## src/rtl/ring_monitor.sv

```systemverilog
// Ring-counter consumer: decodes the one-hot ring to an index, locks onto legal rotation,
// counts revolutions and flags corruption. Optional macro RING_MONITOR_REV_SAT_EN saturates out_rev_cnt.
module ring_monitor #(
   parameter int WIDTH_REG   = 32,
   parameter int LOCK_CYCLES = 4,
   parameter int REV_WIDTH   = 16
) (
   input  logic                          clk,
   input  logic                          n_rst,
   input  logic [WIDTH_REG-1:0]          in_ring,
   input  logic                          clr_err,
   output logic [$clog2(WIDTH_REG)-1:0]  out_index,
   output logic                          out_valid,
   output logic                          out_wrap,
   output logic [REV_WIDTH-1:0]          out_rev_cnt,
   output logic                          out_err
);

   localparam int IDX_W  = $clog2(WIDTH_REG);
   localparam int LOCK_W = (LOCK_CYCLES > 1) ? $clog2(LOCK_CYCLES) : 1;

   localparam logic [1:0] ST_SEARCH = 2'd0;
   localparam logic [1:0] ST_LOCKED = 2'd1;
   localparam logic [1:0] ST_FAULT  = 2'd2;

   localparam logic [LOCK_W-1:0]    LOCK_LAST = LOCK_W'(LOCK_CYCLES - 1);
   localparam logic [LOCK_W-1:0]    LOCK_ONE  = LOCK_W'(1);
   localparam logic [REV_WIDTH-1:0] REV_ONE   = REV_WIDTH'(1);
   localparam logic [WIDTH_REG-1:0] RING_ONE  = WIDTH_REG'(1);

   function automatic logic is_onehot(input logic [WIDTH_REG-1:0] v);
      return (v != '0) && ((v & (v - RING_ONE)) == '0);
   endfunction

   function automatic logic [IDX_W-1:0] encode(input logic [WIDTH_REG-1:0] v);
      logic [IDX_W-1:0] idx;
      idx = '0;
      for (int i = 0; i < WIDTH_REG; i++) begin
         if (v[i]) begin
            idx = IDX_W'(i);
         end else begin
            idx = idx;
         end
      end
      return idx;
   endfunction

   function automatic logic [REV_WIDTH-1:0] rev_next(input logic [REV_WIDTH-1:0] r);
`ifdef RING_MONITOR_REV_SAT_EN
      return (r == '1) ? r : r + REV_ONE;
`else
      return r + REV_ONE;
`endif
   endfunction

   logic [WIDTH_REG-1:0] cur_r, prev_r;
   logic                 loaded_r, prev_vld_r;
   logic [LOCK_W-1:0]    lock_cnt_r, lock_s;
   logic [1:0]           state_r, state_s;
   logic [REV_WIDTH-1:0] rev_s;
   logic                 wrap_s, onehot_s, legal_s;

   assign onehot_s = is_onehot(cur_r);
   // A step is legal only when the current sample is the previous one rotated left by exactly one.
   assign legal_s  = prev_vld_r & onehot_s &
                     (cur_r == {prev_r[WIDTH_REG-2:0], prev_r[WIDTH_REG-1]});

   // Lock / fault state machine and revolution bookkeeping.
   always_comb begin
      state_s = state_r;
      lock_s  = lock_cnt_r;
      rev_s   = out_rev_cnt;
      wrap_s  = 1'b0;
      case (state_r)
         ST_SEARCH: begin
            if (legal_s) begin
               if (lock_cnt_r == LOCK_LAST) begin
                  state_s = ST_LOCKED;
                  lock_s  = '0;
               end else begin
                  lock_s  = lock_cnt_r + LOCK_ONE;
               end
            end else if (prev_vld_r) begin
               lock_s = '0;
            end else begin
               lock_s = lock_cnt_r;
            end
         end
         ST_LOCKED: begin
            if (!legal_s) begin
               state_s = ST_FAULT;
            end else if (prev_r[WIDTH_REG-1]) begin
               wrap_s = 1'b1;
               rev_s  = rev_next(out_rev_cnt);
            end else begin
               wrap_s = 1'b0;
            end
         end
         ST_FAULT: begin
            if (clr_err) begin
               state_s = ST_SEARCH;
               rev_s   = '0;
               lock_s  = '0;
            end else begin
               state_s = ST_FAULT;
            end
         end
         default: begin
            state_s = ST_SEARCH;
            lock_s  = '0;
            rev_s   = '0;
         end
      endcase
   end

   // Sampling pipeline, FSM state and registered outputs.
   always_ff @(posedge clk or negedge n_rst) begin
      if (!n_rst) begin
         cur_r       <= '0;
         prev_r      <= '0;
         loaded_r    <= 1'b0;
         prev_vld_r  <= 1'b0;
         lock_cnt_r  <= '0;
         state_r     <= ST_SEARCH;
         out_index   <= '0;
         out_valid   <= 1'b0;
         out_wrap    <= 1'b0;
         out_rev_cnt <= '0;
         out_err     <= 1'b0;
      end else begin
         prev_r      <= cur_r;
         cur_r       <= in_ring;
         loaded_r    <= 1'b1;
         prev_vld_r  <= loaded_r;
         lock_cnt_r  <= lock_s;
         state_r     <= state_s;
         // A corrupted sample leaves the last good position visible.
         out_index   <= onehot_s ? encode(cur_r) : out_index;
         out_valid   <= (state_s == ST_LOCKED);
         out_wrap    <= wrap_s;
         out_rev_cnt <= rev_s;
         out_err     <= (state_s == ST_FAULT);
      end
   end

endmodule

```

## config.mk

```make
export PLATFORM = sky130hd
export DESIGN_NAME = ring_monitor
export DESIGN_NICKNAME = d
export VERILOG_FILES = /design/src/rtl/ring_monitor.sv
export SDC_FILE = /design/constraint.sdc
export NUM_CORES = 1
export LEC_CHECK = 0
export CORE_MARGIN = 2
export CORE_UTILIZATION = 45
export DETAILED_ROUTE_END_ITERATION = 6
export HOLD_SLACK_MARGIN = 0.1
export PLACE_DENSITY_LB_ADDON = 0.15
export SLEW_MARGIN = 20
export SYNTH_ARGS = -nofsm -noshare
export SYNTH_HDL_FRONTEND = slang
export SYNTH_SLANG_ARGS = --single-unit
```

## constraint.sdc

```tcl
create_clock -name clk -period 6.1 [get_ports clk]
set_clock_uncertainty 0.15 [all_clocks]
set_input_delay 1.22 -clock clk [delete_from_list [all_inputs] [get_ports clk]]
set_output_delay 1.22 -clock clk [all_outputs]
set_load 0.05 [all_outputs]
```

## After elaboration in Yosys (flattened, before gate mapping)

Index checks and enable logic that the tools add are counted.

| word-level totals | value |
|---|---|
| output and inout port bits | 24 |
| register bits after elaboration | 94 |
| word-level logic and storage cells | 83 |

| cells by class | value |
|---|---|
| bitwise operators | 5 |
| equal/unequal tests | 10 |
| reductions and logical operators | 6 |
| add/sub/neg operators | 3 |
| multiplexer cells | 48 |

Operators with widths:

| cell | count |
|---|---|
| 2-to-1 mux 5 bit | 29 |
| 2-to-1 mux 16 bit | 3 |
| one-hot mux 16 bit (3 select lines) | 1 |
| bitwise AND 32 bit | 1 |
| equality test 32 bit | 1 |
| logical NOT 32 bit | 1 |
| nonzero test 32 bit | 1 |
| subtractor 32 x 1 -> 32 bit, second input constant | 1 |
| 2-to-1 mux 2 bit | 9 |
| adder 16 x 1 -> 16 bit, second input constant | 1 |
| one-hot mux 2 bit (3 select lines) | 2 |
| equality test 2 bit, second input constant | 3 |
| inequality test 2 bit, second input constant | 3 |
| equality test 2 x 1 -> 1 bit, second input constant | 2 |
| 2-to-1 mux 1 bit | 4 |
| AND reduction 4 bit | 1 |
| inequality test 3 bit, second input constant | 1 |
| AND reduction 3 bit | 1 |
| adder 2 x 1 -> 2 bit, second input constant | 1 |
| bitwise AND 1 bit | 2 |
| logical NOT 2 bit | 1 |
| inverter 1 bit | 2 |
| logical AND 1 bit | 1 |

## Logic depth before layout (Yosys ltp)

Gate-level depths: netlist of run 1.

| depth | value |
|---|---|
| word-level depth | 31 |
| gate-level depth with buffers | 12 |
| gate-level depth less buffers | 8 |

## Worst setup path after synthesis of run 1

No wires, ideal clock.

| timing path | value |
|---|---|
| kind | register to register |
| from | register cur_r[16] |
| to | register out_rev_cnt[6] |
| data required time | 5.872 ns |
| stages on the path, launching flop included | 11 |
| slack | 2.864 ns |
| buffers on the path | 2 |
| clock period less this slack | 3.236 ns |
| arrival | 3.008 ns |
| cells stage by stage | dfrtp_1 buf_6 or4_4 or2_4 or3_1 maj3_2 o21ai_4 nand4_2 buf_6 or4_1 a21oi_1 |

| between the ends | value |
|---|---|
| longest elaborated chain between the ends | 8 |
| elaborated cells between the ends (all ways) | 10 |
| those cells by class | add/sub: 1; eq/ne: 2; bitwise: 3; reduce/logical: 4 |

RTL lines:

| item | line | RTL |
|---|---|---|
| from (decl) | 56 | `logic [WIDTH_REG-1:0] cur_r, prev_r;` |
| from (signal assigned) | 132 | `cur_r <= in_ring;` |
| subtractor 32 x 1 -> 32 bit | 32 | `return (v != '0) && ((v & (v - RING_ONE)) == '0);` |
| bitwise AND 32 bit | 32 |  |
| logical NOT 32 bit | 32 |  |
| logical AND 1 bit | 32 |  |
| bitwise AND 1 bit | 65 | `assign legal_s = prev_vld_r & onehot_s &` |
| bitwise AND 1 bit (*) | 65 |  |
| inequality test 2 bit (no source line) (*) | n/a |  |
| AND reduction 4 bit (no source line) (*) | n/a |  |
| to (signal assigned) | 141 | `out_rev_cnt <= rev_s;` |
| to (decl) | 15 | `output logic [REV_WIDTH-1:0] out_rev_cnt,` |

Every way passes the cells marked *; elsewhere a longest branch is shown, timed or not.
A chain may end at the register's enable or synchronous reset.

## Worst setup path in the final report of run 1

| timing path | value |
|---|---|
| from | register cur_r[1] |
| to | register out_rev_cnt[8] |

Same word-level chain as after synthesis.

==> impl_metrics.csv, run 1 <==
group,metric,value,unit
outcome,outcome,"completed",
synthesis,syn-cell-area,0.00414,mm²
synthesis,yosys.area.top_type_share,56.8,%
timing,relSlewSlack,33.6,%
cts,clk_latency,0.37,ns
drt,wl,8860,µm
cells_and_area,areaGrowthSynthToFinish,20.4,%
worst_setup_path,reg2reg_depth,8,
floorplan,die_area,0.00998,mm²
synthesis,syn_inst,381,
synthesis,yosysSeqAreaShare,56.8,%
timing,rsz0062_at_grt,"false",
drt,vias_per_cell,5.61,
floorplan,die_y,99.9,µm
cts,postCtsHoldBufs,0,
synthesis,ys.warnings.count,0,
worst_setup_path,max_stage_delay,0.66,ns
floorplan,num_rows,35,
timing,hold_violations,0,
cells_and_area,diodes,0,
worst_setup_path,crit_buf_inv,0,
cells_and_area,drive_gt1_share,7.03,%
placement,io_buffers,58,
synthesis,yosys.area.top_type,"dfrtp_1",
worst_setup_path,path_cells,"nor4_1 -> nand4_1 -> o21ai_0 -> nand4_1 -> nor4_2 -> nand4_2 -> or4_1 -> a21oi_1",
drt,wl_per_cell,16.0,µm
synthesis,async_flop_share,100,%
floorplan,initial_core_util,45.7,%
power_and_ir_drop,ir_drop,121,µV
synthesis,ys_types,56,
cts,htree_levels,3,
synthesis,syn_nets,418,
worst_setup_path,cpLargestDelayFamily,"simple AND/OR/NAND/NOR gates",
placement,hpwl,6360,µm
worst_setup_path,crit_cells,8,
floorplan,fp.dieW,99.9,µm
synthesis,synth_edf_count,0,
global_route,grt_pass1_wl,15100,µm
timing,tns,0,ns
worst_setup_path,cp_max_fo,20,
cts,numClockSinks,94,
power_and_ir_drop,leakagePower,2.06,nW
global_route,grt_max_degree,60,
floorplan,ios,59,
worst_setup_path,crit_path_start_kind,"flip-flop",
placement,place_congestion,0.843,
synthesis,synthTopCellsByArea,"dfrtp_1, xor2_1, a21oi_1",
timing,fin_crit,3.98,ns
worst_setup_path,critical_path_class,"flip-flop to flip-flop",
worst_hold_path,min_path_cells,0,
synthesis,ys.flop_type,"dfrtp_1",
timing,fin_crit_sh,65.2,%
worst_setup_path,crit_path_frequent_cell,"nand4_1",
cts,clk_pin_slew,0.09,ns
cts,cts-root-buf,"clkbuf_8",
cts,cts_tree,"yes",
cells_and_area,nets,473,
cts,ctsResizeCount,0,
synthesis,postSynthAreaPerCell,10.9,µm²
global_route,grt_usage,19.5,%
worst_setup_path,cp-end-kind,"flip-flop",
power_and_ir_drop,p_per_area,234,mW/mm²
synthesis,synth_seq_cells,94,
power_and_ir_drop,finalPower,1.17,mW
worst_setup_path,arrival,4.12,ns
drt,vias,3099,
job,cap_viol_max_count,0,
global_route,grt_pass1_vias,3036,
cells_and_area,fin_util,55.0,%
timing,max_freq,251,MHz
drt,drt_iter0_markers,167,
worst_setup_path,cp_slowest_cell,"or4_1",
floorplan,core,0.00906,mm²
drt,first_pass_iters,4,
timing,slew_violations,0,
global_route,grt_remaining_overflow,0,
drt,drt.antenna.violating_nets,0,
timing,setup_viol,0,
cells_and_area,fillCellCount,802,
timing,whs,0.205,ns
worst_setup_path,cp.required,6.24,ns
cts,cts_buffer_depth,2,
global_route,antenna_found_initial,0,
worst_hold_path,hold_path.class,"flip-flop to flip-flop",
cts,cts_made_buffers,9,
timing,worst_pin_slew,0.995,ns
cts,cts_setup_buffers,0,
drt,drcViolationCount,0,
## layer usage
| layer | routed length, µm | up-vias | GRT usage, % | share of wire, % |
|---|---|---|---|---|
| li1 | - | 1485 | - | - |
| met1 | 3890 | 1522 | 25.5 | 44 |
| met2 | 4460 | 81 | 32.6 | 50 |
| met3 | 388 | 11 | 4.04 | 4.4 |
| met4 | 118 | 0 | 6.64 | 1.3 |
| met5 | 0 | - | 0 | 0 |
## cell usage after synthesis, types with 8 or more instances
| cell type | n |
|---|---|
| o21ai_0 | 20 |
| inv_1 | 10 |
| nand2_1 | 27 |
| a21oi_1 | 28 |
| nor2_1 | 29 |
| or3_1 | 12 |
| nand3_1 | 9 |
| xor2_1 | 31 |
| or4_1 | 8 |
| nor3_1 | 8 |
| o31ai_1 | 11 |
| nor4_1 | 13 |
| clkbuf_1 | 10 |
| dfrtp_1 | 94 |
## flip-flops by register name (all words and copies together), names as in the netlist, 2 cells and up
signal / count
out_index: 5
out_rev_cnt: 16
cur_r: 32
prev_r: 32
state_r: 2
lock_cnt_r: 2
## layout make-up
cell class	instances	area, µm²	share of cell area [%]
Sequential cell	94	2350	47.2
Inverter	10	37.5	0.753
Tap cell	111	139	2.79
Multi-Input combinational cell	262	1680	33.6
Timing Repair Buffer	59	586	11.7
Clock buffer	10	128	2.56
Clock inverter	6	68.8	1.38
## power breakdown
part	leakage, nW	internal [mW]	switching (mW)
combinational	0.882	0.0399	0.0364
clock	0.0973	0.193	0.224
sequential	1.08	0.645	0.0317
## stage by stage
step           cells  setup slack, ns  area [µm²]
2_1_floorplan    381             2.86        4140
3_3_place_gp     536             2.32        4790
3_5_place_dp     536             2.17        4790
4_1_cts          552             2.13        4990
5_1_grt          552             1.77        4990
6_report         552             2.12        4990
## placed cells by master, fill, tap and decap left out, types with 9 or more instances in the layout
cell             count
dfrtp_1             94
nor4_1              13
nand2_1             27
a21oi_1             28
o31ai_1             11
clkbuf_8             9
or3_1               12
nand3_1              9
xor2_1              31
o21ai_0             20
nor2_1              29
clkdlybuf4s50_1     57
inv_1               10
## worst paths after layout
kind                                    start                          end  slack (ns)
min in group asynchronous               n_rst  out_rev_cnt[15]$_DFFE_PN0P_        0.63
max reg2reg                cur_r[1]$_DFF_PN0_   out_rev_cnt[8]$_DFFE_PN0P_        2.12
min                        loaded_r$_DFF_PN0_         prev_vld_r$_DFF_PN0_        0.20
max                        cur_r[1]$_DFF_PN0_   out_rev_cnt[8]$_DFFE_PN0P_        2.12
min reg2reg                loaded_r$_DFF_PN0_         prev_vld_r$_DFF_PN0_        0.20
max in group asynchronous               n_rst          cur_r[21]$_DFF_PN0_        4.09
## cell families after synthesis
family | after synthesis | synth area share (%)
AO/OA/AOI/OAI | 86 | 13.4
XOR/XNOR | 32 | 6.77
adder cells (fa/ha/maj) | 4 | 1.12
buffers and inverters | 25 | 2.72
flip-flops | 94 | 56.8
multiplexers | 3 | 0.786
other | 1 | 0.0906
AND/OR/NAND/NOR | 136 | 18.3
No activity file was read; power rests on OpenSTA's default activity.
==> run 2: changes to the inputs <==
clock period = 3.2 ns   (was 6.1 ns; I/O delays follow)
==> run 2 against run 1 <==
Compared with the run above:
- sequential share of layout area decreased by 4.9 points
- setup slack got worse by 2.1 ns
- die area unchanged
- count of clock-buffer cells in the layout increased by 2
- flip-flop and latch count unchanged
- global-route usage increased by 0.34 points
- combinational power increased to 2.7 times the previous value
- sequential power increased by 86%
- first-iteration DRC count decreased by 26%
- non-clock buffer count increased by 53
- final cell count increased by 9.6%
- critical endpoint is now out_rev_cnt[3]$_DFFE_PN0P_
- largest power group unchanged
==> impl_metrics.csv, run 2 (same netlist as run 1, synthesis figures left out) <==
group,metric,value,unit
timing,rsz0062_at_grt,"true",
timing,tns,0,ns
timing,whs,0.140,ns
cells_and_area,fin_area,0.00556,mm²
cts,cts_tree,"yes",
worst_setup_path,regToRegStartpoint,"cur_r[21]$_DFF_PN0_",
timing,setup_viol,0,
timing,fin_ws,0.00416,ns
floorplan,fp.dieW,99.9,µm
drt,wl_per_cell,15.4,µm
timing,fin_crit_sh,99.9,%
drt,drt_iter0_markers,123,
drt,wl,9320,µm
cells_and_area,layout_commonest_cell,"dfrtp_1",
global_route,grt_pass1_wl,15400,µm
cells_and_area,areaGrowthSynthToFinish,34.2,%
cells_and_area,layout_common_cells,"dfrtp_1, clkdlybuf4s50_1, buf_4",
global_route,grt_usage,19.9,%
timing,max_freq,313,MHz
worst_setup_path,r2r_setup_slack,0.004,ns
global_route,grt_max_degree,50,
timing,worst_pin_slew,0.653,ns
global_route,antenna_found_initial,0,
power_and_ir_drop,leakagePower,2.36,nW
cells_and_area,fillCellCount,757,
placement,io_buffers,58,
drt,vias_per_cell,5.53,
worst_setup_path,reg2reg_to,"out_rev_cnt[3]$_DFFE_PN0P_",
worst_hold_path,hold_path.class,"input port to async pin",
outcome,outcome,"completed",
cts,cts-root-buf,"clkbuf_8",
timing,hold_violations,0,
cells_and_area,top_regs,"cur_r (32), prev_r (32), out_rev_cnt (16)",
job,cap_viol_max_count,0,
drt,drcViolationCount,0,
worst_setup_path,critical_path_class,"flip-flop to flip-flop",
cts,htree_levels,3,
cts,clk_latency,0.37,ns
placement,dp.cells,584,
cts,clk_pin_slew,0.09,ns
placement,place_congestion,0.904,
cts,cts_buffer_depth,2,
worst_setup_path,reg2reg_depth,9,
worst_setup_path,crit_path_start_kind,"flip-flop",
cells_and_area,fin_util,61.3,%
drt,drt.antenna.violating_nets,0,
global_route,grt_remaining_overflow,0,
power_and_ir_drop,finalPower,2.31,mW
worst_setup_path,arrival,3.34,ns
timing,slew_violations,0,
drt,first_pass_iters,4,
drt,vias,3344,
timing,fin_crit,3.20,ns
cells_and_area,nets,526,
power_and_ir_drop,p_per_area,415,mW/mm²
worst_setup_path,cp-end-kind,"flip-flop",
cells_and_area,drive_gt1_share,21.9,%
floorplan,num_rows,35,
cts,postCtsHoldBufs,0,
placement,dpl_cell_area,0.00517,mm²
worst_setup_path,cp_max_fo,8,
floorplan,die_y,99.9,µm
worst_setup_path,cp.required,3.34,ns
timing,relSlewSlack,56.5,%
floorplan,die_area,0.00998,mm²
power_and_ir_drop,ir_drop,311,µV
placement,hpwl,6680,µm
cells_and_area,diodes,0,
cts,numClockSinks,94,
placement,dp_slack,-0.0241,ns
cts,cts_made_buffers,9,
floorplan,initial_core_util,45.7,%
floorplan,ios,59,
floorplan,core,0.00906,mm²
cells_and_area,final_cells,605,
global_route,grt_pass1_vias,3271,
==> run 2: changes by cell type in the layout (fill, tap and decap cells not counted), moves of 5 or more <==
cell,change
a21oi_1,-7
a21oi_2,+7
buf_4,+45
buf_6,+5
o21ai_0,-5
o21ai_1,+5
==> run 2: worst max path at each step <==
| stage | startpoint | to | slack (ns) |
|---|---|---|---|
| final | cur_r[21]$_DFF_PN0_ | out_rev_cnt[3]$_DFFE_PN0P_ | 0.004 |
| after global routing | cur_r[21]$_DFF_PN0_ | out_rev_cnt[3]$_DFFE_PN0P_ | -0.11 |
| after CTS | cur_r[7]$_DFF_PN0_ | out_rev_cnt[8]$_DFFE_PN0P_ | 0.004 |
| after detailed placement | cur_r[0]$_DFF_PN0_ | out_rev_cnt[8]$_DFFE_PN0P_ | -0.02 |
| after global placement | cur_r[16]$_DFF_PN0_ | out_rev_cnt[13]$_DFFE_PN0P_ | 0.02 |
| after floorplan | cur_r[16]$_DFF_PN0_ | out_rev_cnt[6]$_DFFE_PN0P_ | -0.03 |
==> run 2: cell type report <==
class | instances | area (µm²) | share of cell area (%)
inverters | 10 | 37.5 | 0.675
multi-input cells | 262 | 1800 | 32.4
well taps | 111 | 139 | 2.50
clock inverters | 4 | 53.8 | 0.968
flip-flops and latches | 94 | 2350 | 42.3
clock buffers | 12 | 165 | 2.97
repair buffers | 112 | 1010 | 18.2
==> run 2: metal layers <==
metal	global-route usage [%]	wire [µm]
met5	0	0
met4	8.11	243
met1	25.3	4060
met3	4.60	381
met2	32.9	4630
==> run 2: power by group <==
| group | total [mW] | internal [mW] | switching, mW |
|---|---|---|---|
| clock | 0.838 | 0.426 | 0.412 |
| sequential | 1.26 | 1.23 | 0.0312 |
| combinational | 0.209 | 0.104 | 0.106 |
| total | 2.31 | 1.76 | 0.548 |
==> run 2: what timing repair did <==
action / 4_1_cts / 5_1_grt
endpoints found under the setup margin: 12 / 23
cloned: 2 / 0
resized for setup: 9 / 26
setup buffers: 3 / 1
pin swaps: 18 / 27
==> run 2: worst max-delay path, cell delays in order, from the launching register on <==
cell and delay (ns):
dfrtp_1 0.38, or4_4 0.55, or2_4 0.29, buf_6 0.13
o32a_1 0.37, nor4_4 0.31, nand4_2 0.16, buf_6 0.16
or4_1 0.49, a21oi_1 0.14
==> run 3: changes to the inputs <==
HOLD_SLACK_MARGIN = not set   (was 0.1)
==> results of run 3 <==
Same layout as run 2: the final DEF is identical, and so are final timing and power.
